**src/rtl/McoiDiagPkg.sv**
```systemverilog
// McoiDiagPkg: shared frame layout, FSM states and checksum
// for the McoiXu5Diagnostics RS485 framer.
package McoiDiagPkg;

   localparam logic [7:0] DIAG_SYNC_BYTE   = 8'hA5;
   localparam int         DIAG_FRAME_BYTES = 15;

   typedef logic [DIAG_FRAME_BYTES-1:0][7:0] diag_frame_t;

   typedef enum logic [1:0] {
      ST_IDLE,
      ST_LEAD,
      ST_SHIFT,
      ST_GUARD
   } diag_state_t;

   // XOR of every payload byte, sync and checksum slot excluded
   function automatic logic [7:0] diag_checksum(input diag_frame_t f);
      logic [7:0] x;
      x = '0;
      for (int i = 1; i < DIAG_FRAME_BYTES - 1; i++) begin
         x ^= f[i];
      end
      return x;
   endfunction

endpackage

```
**src/rtl/mcoi_uart_tx_byte.sv**
```systemverilog
// mcoi_uart_tx_byte: UART 8N1 byte serialiser with valid/ready load.
// Ready rises in the last stop-bit cycle so bytes chain gap-free.
module mcoi_uart_tx_byte #(
   parameter int CLKS_PER_BIT = 868
) (
   input  logic       clk,
   input  logic       rst,
   input  logic       valid_i,
   input  logic [7:0] data_i,
   output logic       ready_o,
   output logic       tx_o,
   output logic       done_o
);

   localparam int            TW       = $clog2(CLKS_PER_BIT);
   localparam logic [TW-1:0] BIT_LAST = TW'(CLKS_PER_BIT - 1);

   logic          active_q;
   logic          tx_q;
   logic [8:0]    sh_q;
   logic [3:0]    bit_q;
   logic [TW-1:0] tmr_q;

   // done marks the final cycle of the stop bit
   always_comb begin
      done_o  = active_q && (bit_q == 4'd9) && (tmr_q == BIT_LAST);
      ready_o = !active_q || done_o;
      tx_o    = tx_q;
   end

   // load on handshake, then walk start, 8 data (LSB first), stop
   always_ff @(posedge clk) begin
      if (rst) begin
         active_q <= 1'b0;
         tx_q     <= 1'b1;
         sh_q     <= '0;
         bit_q    <= '0;
         tmr_q    <= '0;
      end else if (valid_i && ready_o) begin
         active_q <= 1'b1;
         tx_q     <= 1'b0;
         sh_q     <= {1'b1, data_i};
         bit_q    <= '0;
         tmr_q    <= '0;
      end else if (active_q) begin
         if (tmr_q == BIT_LAST) begin
            tmr_q <= '0;
            if (bit_q == 4'd9) begin
               active_q <= 1'b0;
               tx_q     <= 1'b1;
            end else begin
               bit_q <= bit_q + 4'd1;
               tx_q  <= sh_q[0];
               sh_q  <= {1'b1, sh_q[8:1]};
            end
         end else begin
            tmr_q <= tmr_q + TW'(1);
         end
      end
   end

endmodule

```
**src/rtl/mcoi_diag_rs485_framer.sv**
```systemverilog
// mcoi_diag_rs485_framer: snapshots diagnostics into a 15-byte frame
// and sends it over RS485 periodically or on request.
module mcoi_diag_rs485_framer #(
   parameter int CLKS_PER_BIT  = 868,
   parameter int PERIOD_CYCLES = 100000000
) (
   input  logic        clk,
   input  logic        rst,
   input  logic [15:0] temp_i,
   input  logic [15:0] power_i,
   input  logic [3:0]  rev_i,
   input  logic [63:0] id_i,
   input  logic        send_i,
   output logic        tx_o,
   output logic        de_o,
   output logic        busy_o,
   output logic        frame_done_o
);

   import McoiDiagPkg::*;

   localparam int            TW       = $clog2(CLKS_PER_BIT);
   localparam int            PW       = $clog2(PERIOD_CYCLES);
   localparam logic [TW-1:0] BIT_LAST = TW'(CLKS_PER_BIT - 1);
   localparam logic [PW-1:0] PER_LAST = PW'(PERIOD_CYCLES - 1);
   localparam logic [3:0]    IDX_END  = 4'(DIAG_FRAME_BYTES);

   logic [PW-1:0] per_q, per_d;
   logic          tick, trig;
   diag_frame_t   body, snap_d, buf_q;
   diag_state_t   st_q;
   logic [TW-1:0] tmr_q;
   logic [3:0]    idx_q;
   logic          de_q, busy_q, done_q, pend_q;
   logic [7:0]    cur_byte;
   logic          u_valid, u_ready, u_done, u_tx;

   // free-running period counter, tick on the wrap cycle
   always_comb begin
      tick  = (per_q == PER_LAST);
      per_d = tick ? '0 : per_q + PW'(1);
      trig  = tick || send_i;
   end

   // period counter state
   always_ff @(posedge clk) begin
      if (rst) per_q <= '0;
      else     per_q <= per_d;
   end

   // assemble the frame image from the live inputs
   always_comb begin
      body    = '0;
      body[0] = DIAG_SYNC_BYTE;
      body[1] = {4'h0, rev_i};
      body[2] = temp_i[15:8];
      body[3] = temp_i[7:0];
      body[4] = power_i[15:8];
      body[5] = power_i[7:0];
      for (int i = 0; i < 8; i++) begin
         body[6+i] = id_i[63-8*i -: 8];
      end
      snap_d     = body;
      snap_d[14] = diag_checksum(body);
   end

   // next byte to hand to the serialiser
   always_comb begin
      cur_byte = 8'hFF;
      for (int i = 0; i < DIAG_FRAME_BYTES; i++) begin
         if (idx_q == 4'(i)) cur_byte = buf_q[i];
      end
      u_valid = ((st_q == ST_LEAD) && (tmr_q == BIT_LAST))
             || ((st_q == ST_SHIFT) && (idx_q != IDX_END));
   end

   mcoi_uart_tx_byte #(
      .CLKS_PER_BIT(CLKS_PER_BIT)
   ) u_tx_byte (
      .clk    (clk),
      .rst    (rst),
      .valid_i(u_valid),
      .data_i (cur_byte),
      .ready_o(u_ready),
      .tx_o   (u_tx),
      .done_o (u_done)
   );

   // frame sequencer: idle, lead-in, bytes, guard; 1-deep pending
   always_ff @(posedge clk) begin
      if (rst) begin
         st_q   <= ST_IDLE;
         tmr_q  <= '0;
         idx_q  <= '0;
         de_q   <= 1'b0;
         busy_q <= 1'b0;
         done_q <= 1'b0;
         pend_q <= 1'b0;
         buf_q  <= '0;
      end else begin
         done_q <= 1'b0;
         if (trig && (st_q != ST_IDLE)) pend_q <= 1'b1;
         unique case (st_q)
            ST_IDLE: begin
               if (trig || pend_q) begin
                  buf_q  <= snap_d;
                  st_q   <= ST_LEAD;
                  de_q   <= 1'b1;
                  busy_q <= 1'b1;
                  pend_q <= 1'b0;
                  tmr_q  <= '0;
                  idx_q  <= '0;
               end
            end
            ST_LEAD: begin
               if (tmr_q == BIT_LAST) begin
                  tmr_q <= '0;
                  idx_q <= 4'd1;
                  st_q  <= ST_SHIFT;
               end else begin
                  tmr_q <= tmr_q + TW'(1);
               end
            end
            ST_SHIFT: begin
               if (u_valid && u_ready) idx_q <= idx_q + 4'd1;
               if ((idx_q == IDX_END) && u_done) begin
                  st_q  <= ST_GUARD;
                  tmr_q <= '0;
               end
            end
            ST_GUARD: begin
               if (tmr_q == BIT_LAST) begin
                  st_q   <= ST_IDLE;
                  de_q   <= 1'b0;
                  busy_q <= 1'b0;
                  done_q <= 1'b1;
                  tmr_q  <= '0;
               end else begin
                  tmr_q <= tmr_q + TW'(1);
               end
            end
         endcase
      end
   end

   assign tx_o         = u_tx;
   assign de_o         = de_q;
   assign busy_o       = busy_q;
   assign frame_done_o = done_q;

endmodule

```
**config.mk**
```make
export PLATFORM = sky130hd
export DESIGN_NAME = mcoi_diag_rs485_framer
export DESIGN_NICKNAME = d
export VERILOG_FILES = /design/src/rtl/McoiDiagPkg.sv /design/src/rtl/mcoi_uart_tx_byte.sv /design/src/rtl/mcoi_diag_rs485_framer.sv
export SDC_FILE = /design/constraint.sdc
export NUM_CORES = 1
export LEC_CHECK = 0
export CAP_MARGIN = 20
export CORE_AREA = 5 5 121 146
export CTS_BUF_LIST = sky130_fd_sc_hd__clkbuf_4
export CTS_CLUSTER_SIZE = 14
export DETAILED_ROUTE_END_ITERATION = 12
export DIE_AREA = 0 0 126 151
export PLACE_DENSITY = 0.88
export SETUP_SLACK_MARGIN = 0.05
export SYNTH_ARGS = -nofsm -noshare
export SYNTH_HDL_FRONTEND = slang
export SYNTH_SLANG_ARGS = --single-unit
```
**constraint.sdc**
```tcl
create_clock -name clk -period 7.5 [get_ports clk]
set_input_delay 1.125 -clock clk [delete_from_list [all_inputs] [get_ports clk]]
set_output_delay 1.125 -clock clk [all_outputs]
set_load 0.02 [all_outputs]
```
==> flow_summary_export.csv, run 1 <==
group,metric,value,unit
floorplan,placementRows,51,
worst_setup_path,crit_arrival,3.97,ns
clock_network,clk_pin_slew,0.14,ns
power_and_ir_drop,p_per_area,258.5,nW/um2
timing,worst_slack,4.037,ns
yosys,synth_area,9453,um2
worst_setup_path,crit_path_max_fanout,59,
timing,timing.final.crit_share,46.18,%
layout,nets,1402,
floorplan,die_w,126,um
drt,ant_nets,0,
worst_setup_path,start_kind,"flip-flop",
timing,setup_viol,0,
clock_network,cts_tree,"built",
yosys,ys.flop_type,"dfxtp_1",
drt,via_per_inst,5.870,
floorplan,dieArea,19030,um2
yosys,synth_edf_count,0,
drt,drcViolationCount,0,
status,status,"complete, no violations",
yosys,syn-num-nets,1343,
drt,wire_per_inst,16.54,um
yosys,synth_seq_area_share,38.12,%
worst_setup_path,r2r_slack,4.04,ns
yosys,syn_avg_cell_area,7.704,um2
layout,fillCellCount,1373,
worst_setup_path,ff2ff_path_depth,7,
power_and_ir_drop,power_leakage,3.760,nW
drt,drtIter0Drc,877,
placed_design,pre_cts_ws,3.892,ns
yosys,yosysUniqueCellTypes,75,
global_routing,grt_max_degree,82,
power_and_ir_drop,ir_worst_vdd,188.8,uV
timing,finalClockSkew,0.02343,ns
timing,fmaxAchievable,288.7,MHz
layout,drive_above_1_share,4.465,%
global_routing,grt_pass1_wl,39970,um
worst_setup_path,crit_path_end_kind,"flip-flop",
timing,finalHoldViolations,0,
clock_network,insertion_delay,0.59,ns
clock_network,numCtsBuffers,17,
clock_network,cts_setup_buffers,0,
clock_network,cts_resized,0,
floorplan,coreArea,16080,um2
yosys,async_flop_share,0,%
layout,final_core_util,67.03,%
layout,final_area,10780,um2
timing,hold_slack,0.4647,ns
timing,finalCriticalPeriod,3.463,ns
timing,worstMarginPinSlew,1.090,ns
drt,finalWirelength,25010,um
global_routing,grt_pass1_vias,8246,
worst_setup_path,path_class,"reg -> reg",
placed_design,portBuffers,106,
clock_network,cts_root_buf,"clkbuf_4",
timing,finalMaxSlewViolations,0,
global_routing,grt_usage,25.85,%
floorplan,initial_core_util,58.78,%
clock_network,cts_htree_levels,4,
layout,area_delta_synth_final,14.03,%
run,maxCapViolCount,0,
clock_network,cts_hold_buf,0,
drt,dr.pass1.iters,6,
floorplan,ios,107,
global_routing,gr-total-overflow,0,
timing,max_slew_margin,27.26,%
clock_network,cts_buffer_depth,2,
placed_design,gp_congestion,0.9453,
timing,grt_setup_unrepaired,"no",
drt,route.vias.total,8875,
clock_network,cts.sinks,180,
timing,setup_tns,0,ns
yosys,ys_warn_count,0,
placed_design,post_dp_cell_area,10540,um2
yosys,syn_inst,1227,
placed_design,dpl.hpwl,17960,um
worst_setup_path,cp.required,8.01,ns
min_path,hold_class,"reg -> reg",
yosys,synth-seq-cells,180,
floorplan,die_h,151,um
global_routing,antenna_found_initial,1,
min_path,hold_depth,2,
-- sequential cells by signal, indices dropped and copies added, names as in the netlist, 2 cells and up --
| signal | cells |
|---|---|
| idx_q | 4 |
| tmr_q | 10 |
| u_tx_byte.bit_q | 4 |
| st_q | 2 |
| u_tx_byte.sh_q | 9 |
| u_tx_byte.tmr_q | 10 |
| buf_q | 109 |
| per_q | 27 |
-- path summary, 6_finish.rpt --
path	startpoint	to
setup / recovery	per_q[2]	buf_q[119]
hold reg to reg	buf_q[73]	buf_q[73]
setup reg to reg	per_q[2]	buf_q[119]
hold / removal	buf_q[73]	buf_q[73]
-- area by class of cell --
type	instances	area, um2	share of cell area [%]
sequential	180	3603	33.43
clock buffer	19	142.6	1.323
timing repair buffer	115	1126	10.45
antenna	1	2.502	0.02322
inverter	32	120.1	1.114
multi-input combinational	940	5426	50.34
clock inverter	13	92.59	0.8590
tap	212	265.3	2.461
-- synth_stat cells, types with 10 or more instances --
cell | number | area (um2)
dfxtp_1 | 180 | 3603
nand4_1 | 17 | 106.4
a211oi_1 | 10 | 75.07
nor3_1 | 14 | 70.07
nand3_1 | 27 | 135.1
nor2_1 | 86 | 322.8
and3_1 | 10 | 62.56
clkbuf_1 | 49 | 183.9
a22oi_1 | 10 | 75.07
ha_1 | 13 | 162.7
nand2_1 | 269 | 1010
nor2b_1 | 10 | 62.56
inv_1 | 32 | 120.1
xnor2_1 | 87 | 762.0
buf_2 | 20 | 100.1
or3_1 | 11 | 68.82
a21oi_1 | 157 | 785.8
o21ai_0 | 47 | 235.2
xor2_1 | 38 | 332.8
-- layout by cell type, fill, tap and decap left out, drive strengths merged, types with 6 or more instances in the layout --
cell type and instances:
o21ai 48, a31oi 6, nor2b 10, nand3 28
a22oi 10, or2 6, nand2 269, a21oi 157
xnor2 87, o22ai 7, nor3 14, and3 10
ha 13, dfxtp 180, nand2b 9, xor2 38
buf 10, a211oi 10, clkinv 9, nand4 17
nor2 86, a21o 7, a221oi 6, or3 11
clkbuf 19, and2 8, o211ai 10, clkdlybuf4s50 105
inv 32
-- layer usage --
metal	part of all wire [%]	vias up	GRT usage, %
met2	49	379	43.61
met5	0	-	0
li1	-	4312	-
met3	7.1	71	4.268
met1	40	4113	32.01
met4	4.1	0	13.14
-- through the flow --
step	std cells	total power [mW]
after global placement	1479	2.275
after global routing	1512	2.967
final	1512	2.787
after floorplan	1227	2.019
after detailed placement	1479	2.305
after CTS	1511	2.776
-- cell families (layout without fill, tap and decap cells) --
kind of cell	Yosys count	count (layout)	share of synthesized area, %
AOI/OAI and AO/OA	306	306	19.95
xor gates and xnor gates	125	125	11.58
adders and majority gates	13	13	1.721
buffers and inverters	107	179	4.633
DFF	180	180	38.12
muxes	3	3	0.3441
other	0	1	0
and+or+nand+nor	493	493	23.65
-- worst max-delay path, cell delays in order, from the launching register on --
cell and delay, ns:
dfxtp_1 0.42, and4_1 0.29, nand4_1 0.27, nor4_2 0.56, o31a_2 0.87, buf_4 0.64
nor2_1 0.08, a211oi_1 0.21
-- report_power, final --
part / internal (mW) / switching (mW)
registers: 1.13 / 0.120
clock network: 0.163 / 0.323
logic: 0.407 / 0.641
(Power assumes the default switching activity.)
==> run 2: changes to the inputs <==
--- a/config.mk
+++ b/config.mk
@@ -6,12 +6,12 @@
 export NUM_CORES = 1
 export LEC_CHECK = 0
 export CAP_MARGIN = 20
-export CORE_AREA = 5 5 121 146
+export CORE_AREA = 5 5 122 147
 export CTS_BUF_LIST = sky130_fd_sc_hd__clkbuf_4
 export CTS_CLUSTER_SIZE = 14
 export DETAILED_ROUTE_END_ITERATION = 12
-export DIE_AREA = 0 0 126 151
-export PLACE_DENSITY = 0.88
+export DIE_AREA = 0 0 127 152
+export PLACE_DENSITY = 0.87
 export SETUP_SLACK_MARGIN = 0.05
 export SYNTH_ARGS = -nofsm -noshare
 export SYNTH_HDL_FRONTEND = slang
==> constraint.sdc (replaced) <==
create_clock -name clk -period 3.2 [get_ports clk]
set_input_delay 0.48 -clock clk [delete_from_list [all_inputs] [get_ports clk]]
set_output_delay 0.48 -clock clk [all_outputs]
set_load 0.02 [all_outputs]
==> run 2 against run 1 <==
Critical path depth unchanged; cell count grew 0.93%; flip-flop and latch count did not move; count of clock-buffer cells in the layout down 1; sequential power increased by 140%; via count grew 0.79%; largest cell class unchanged; register-to-register slack worse by 3.5 ns; maximum frequency up 30%; critical endpoint is now buf_q[116].
==> flow_summary_export.csv, run 2 (synthesized netlist as in run 1, its figures left out) <==
group,metric,value,unit
worst_setup_path,crit_path_end_kind,"flip-flop",
global_routing,grt_usage,25.84,%
floorplan,initial_core_util,57.20,%
worst_setup_path,crit_arrival,3.18,ns
layout,largest_reg_flops,109,
worst_setup_path,ff2ff_path_depth,7,
worst_setup_path,crit_start,"per_q[0]",
layout,final_cell_mix,"269 x nand2_1, 180 x dfxtp_1, 157 x a21oi_1, 105 x clkdlybuf4s50_1, 87 x xnor2_1",
clock_network,insertion_delay,0.59,ns
drt,dr.pass1.iters,5,
floorplan,die_w,127,um
timing,max_slew_margin,29.61,%
timing,fmaxAchievable,374.0,MHz
worst_setup_path,crit_family,"simple AND/OR/NAND/NOR gates",
worst_setup_path,timing.rr.end,"buf_q[116]",
global_routing,grt_max_degree,114,
global_routing,grt_pass1_wl,40940,um
layout,largest-register,"buf_q",
min_path,hold_class,"in -> reg",
timing,finalHoldViolations,0,
timing,worstMarginPinSlew,1.056,ns
floorplan,coreArea,16530,um2
drt,drtIter0Drc,1003,
floorplan,dieArea,19300,um2
floorplan,die_h,152,um
placed_design,gp_congestion,0.9981,
placed_design,dp_cells,1493,
layout,nets,1412,
drt,finalWirelength,25370,um
global_routing,grt_pass1_vias,8402,
power_and_ir_drop,power_leakage,3.827,nW
layout,fin_cells,1526,
drt,route.vias.total,8945,
layout,final_common_cell,"nand2_1",
global_routing,antenna_found_initial,1,
worst_setup_path,cp_slowest_cell,"nor4_2",
layout,drive_above_1_share,5.653,%
worst_setup_path,slowest_delay,0.62,ns
floorplan,ios,107,
clock_network,clk_pin_slew,0.15,ns
timing,finalMaxSlewViolations,0,
placed_design,portBuffers,106,
timing,setup_tns,0,ns
clock_network,cts.sinks,180,
drt,via_per_inst,5.862,
worst_setup_path,path_cells,"ha_1 > nand4_1 > nor4_2 > o31a_2 > buf_12 > nor2_1 > a211oi_1",
timing,finalClockSkew,0.02110,ns
clock_network,cts_resized,0,
worst_setup_path,start_kind,"flip-flop",
layout,area_delta_synth_final,15.46,%
timing,setup_viol,0,
layout,top_regs,"buf_q: 109 flops, per_q: 27 flops",
worst_setup_path,endpoint,"buf_q[116]",
layout,layout.area.seq,3603,um2
power_and_ir_drop,p_per_area,606.6,nW/um2
clock_network,cts_setup_buffers,0,
clock_network,numCtsBuffers,17,
worst_setup_path,r2r_slack,0.53,ns
layout,fillCellCount,1406,
placed_design,dpl.hpwl,18590,um
power_and_ir_drop,ir_worst_vdd,493.8,uV
clock_network,cts_buffer_depth,2,
worst_setup_path,r2r-start,"per_q[0]",
timing,finalCriticalPeriod,2.674,ns
timing,grt_setup_unrepaired,"no",
clock_network,cts_htree_levels,4,
drt,drcViolationCount,0,
worst_setup_path,path_buf_inv,1,
worst_setup_path,cp.required,3.71,ns
worst_setup_path,path_class,"reg -> reg",
worst_setup_path,cp.depth,7,
run,maxCapViolCount,0,
clock_network,cts_hold_buf,0,
timing,timing.final.crit_share,83.55,%
floorplan,placementRows,52,
worst_setup_path,crit_path_max_fanout,113,
clock_network,cts_tree,"built",
global_routing,gr-total-overflow,0,
status,status,"complete, no violations",
drt,wire_per_inst,16.63,um
clock_network,cts_root_buf,"clkbuf_4",
layout,multi_input_area,5426,um2
drt,ant_nets,0,
-- run 2: cell types whose count changed in the layout (fill, tap and decap cells not counted), sizes merged --
cell      delta
inv          +3
buf         +10
clkbuf       -1
clkinv       -3
clkinvlp     +1
-- run 2: final cells by class --
type	instances	area share, %
clock buffers	18	1.238
well taps	216	2.476
multi-input cells	940	49.72
diodes	1	0.02293
flip-flops and latches	180	33.02
clock inverters	14	1.192
inverters	32	1.101
repair buffers	125	11.23
-- run 2: layer usage --
metal	track usage [%]	share of wire, %	up-vias
met5	0	0	-
met4	10.73	3.0	0
met3	4.249	6.8	55
met2	43.54	50	384
met1	32.67	40	4175
li1	-	-	4331
-- run 2: where the power goes --
group	switching, mW	internal, mW	total (mW)
logic	1.50	0.970	2.47
registers	0.286	2.65	2.94
clock network	0.812	0.400	1.21
total	2.60	4.02	6.62
-- run 2: worst min path at each step --
stage	startpoint	to	slack, ns	cells past startpoint
final	rst	u_tx_byte.tmr_q[0]	0.31	2
after global routing	rst	u_tx_byte.tmr_q[0]	0.32	2
after CTS	rst	u_tx_byte.tmr_q[0]	0.29	2
after detailed placement	buf_q[80]	buf_q[80]	0.45	2
after global placement	buf_q[115]	buf_q[115]	0.44	2
after floorplan	buf_q[50]	buf_q[50]	0.43	2
-- run 2: stage by stage --
step	instance area [um2]	power (mW)	setup slack [ns]	util (%)	hold WS, ns
floorplan	9453	4.733	0.8357	-	0.4312
global placement	10650	5.365	0.6528	64.42	0.4378
detailed placement	10650	5.431	0.5646	64.42	0.4464
CTS	10910	6.615	0.5226	66.03	0.2871
global route	10910	7.038	0.3519	66.04	0.3166
finish	10910	6.620	0.5264	66.04	0.3084
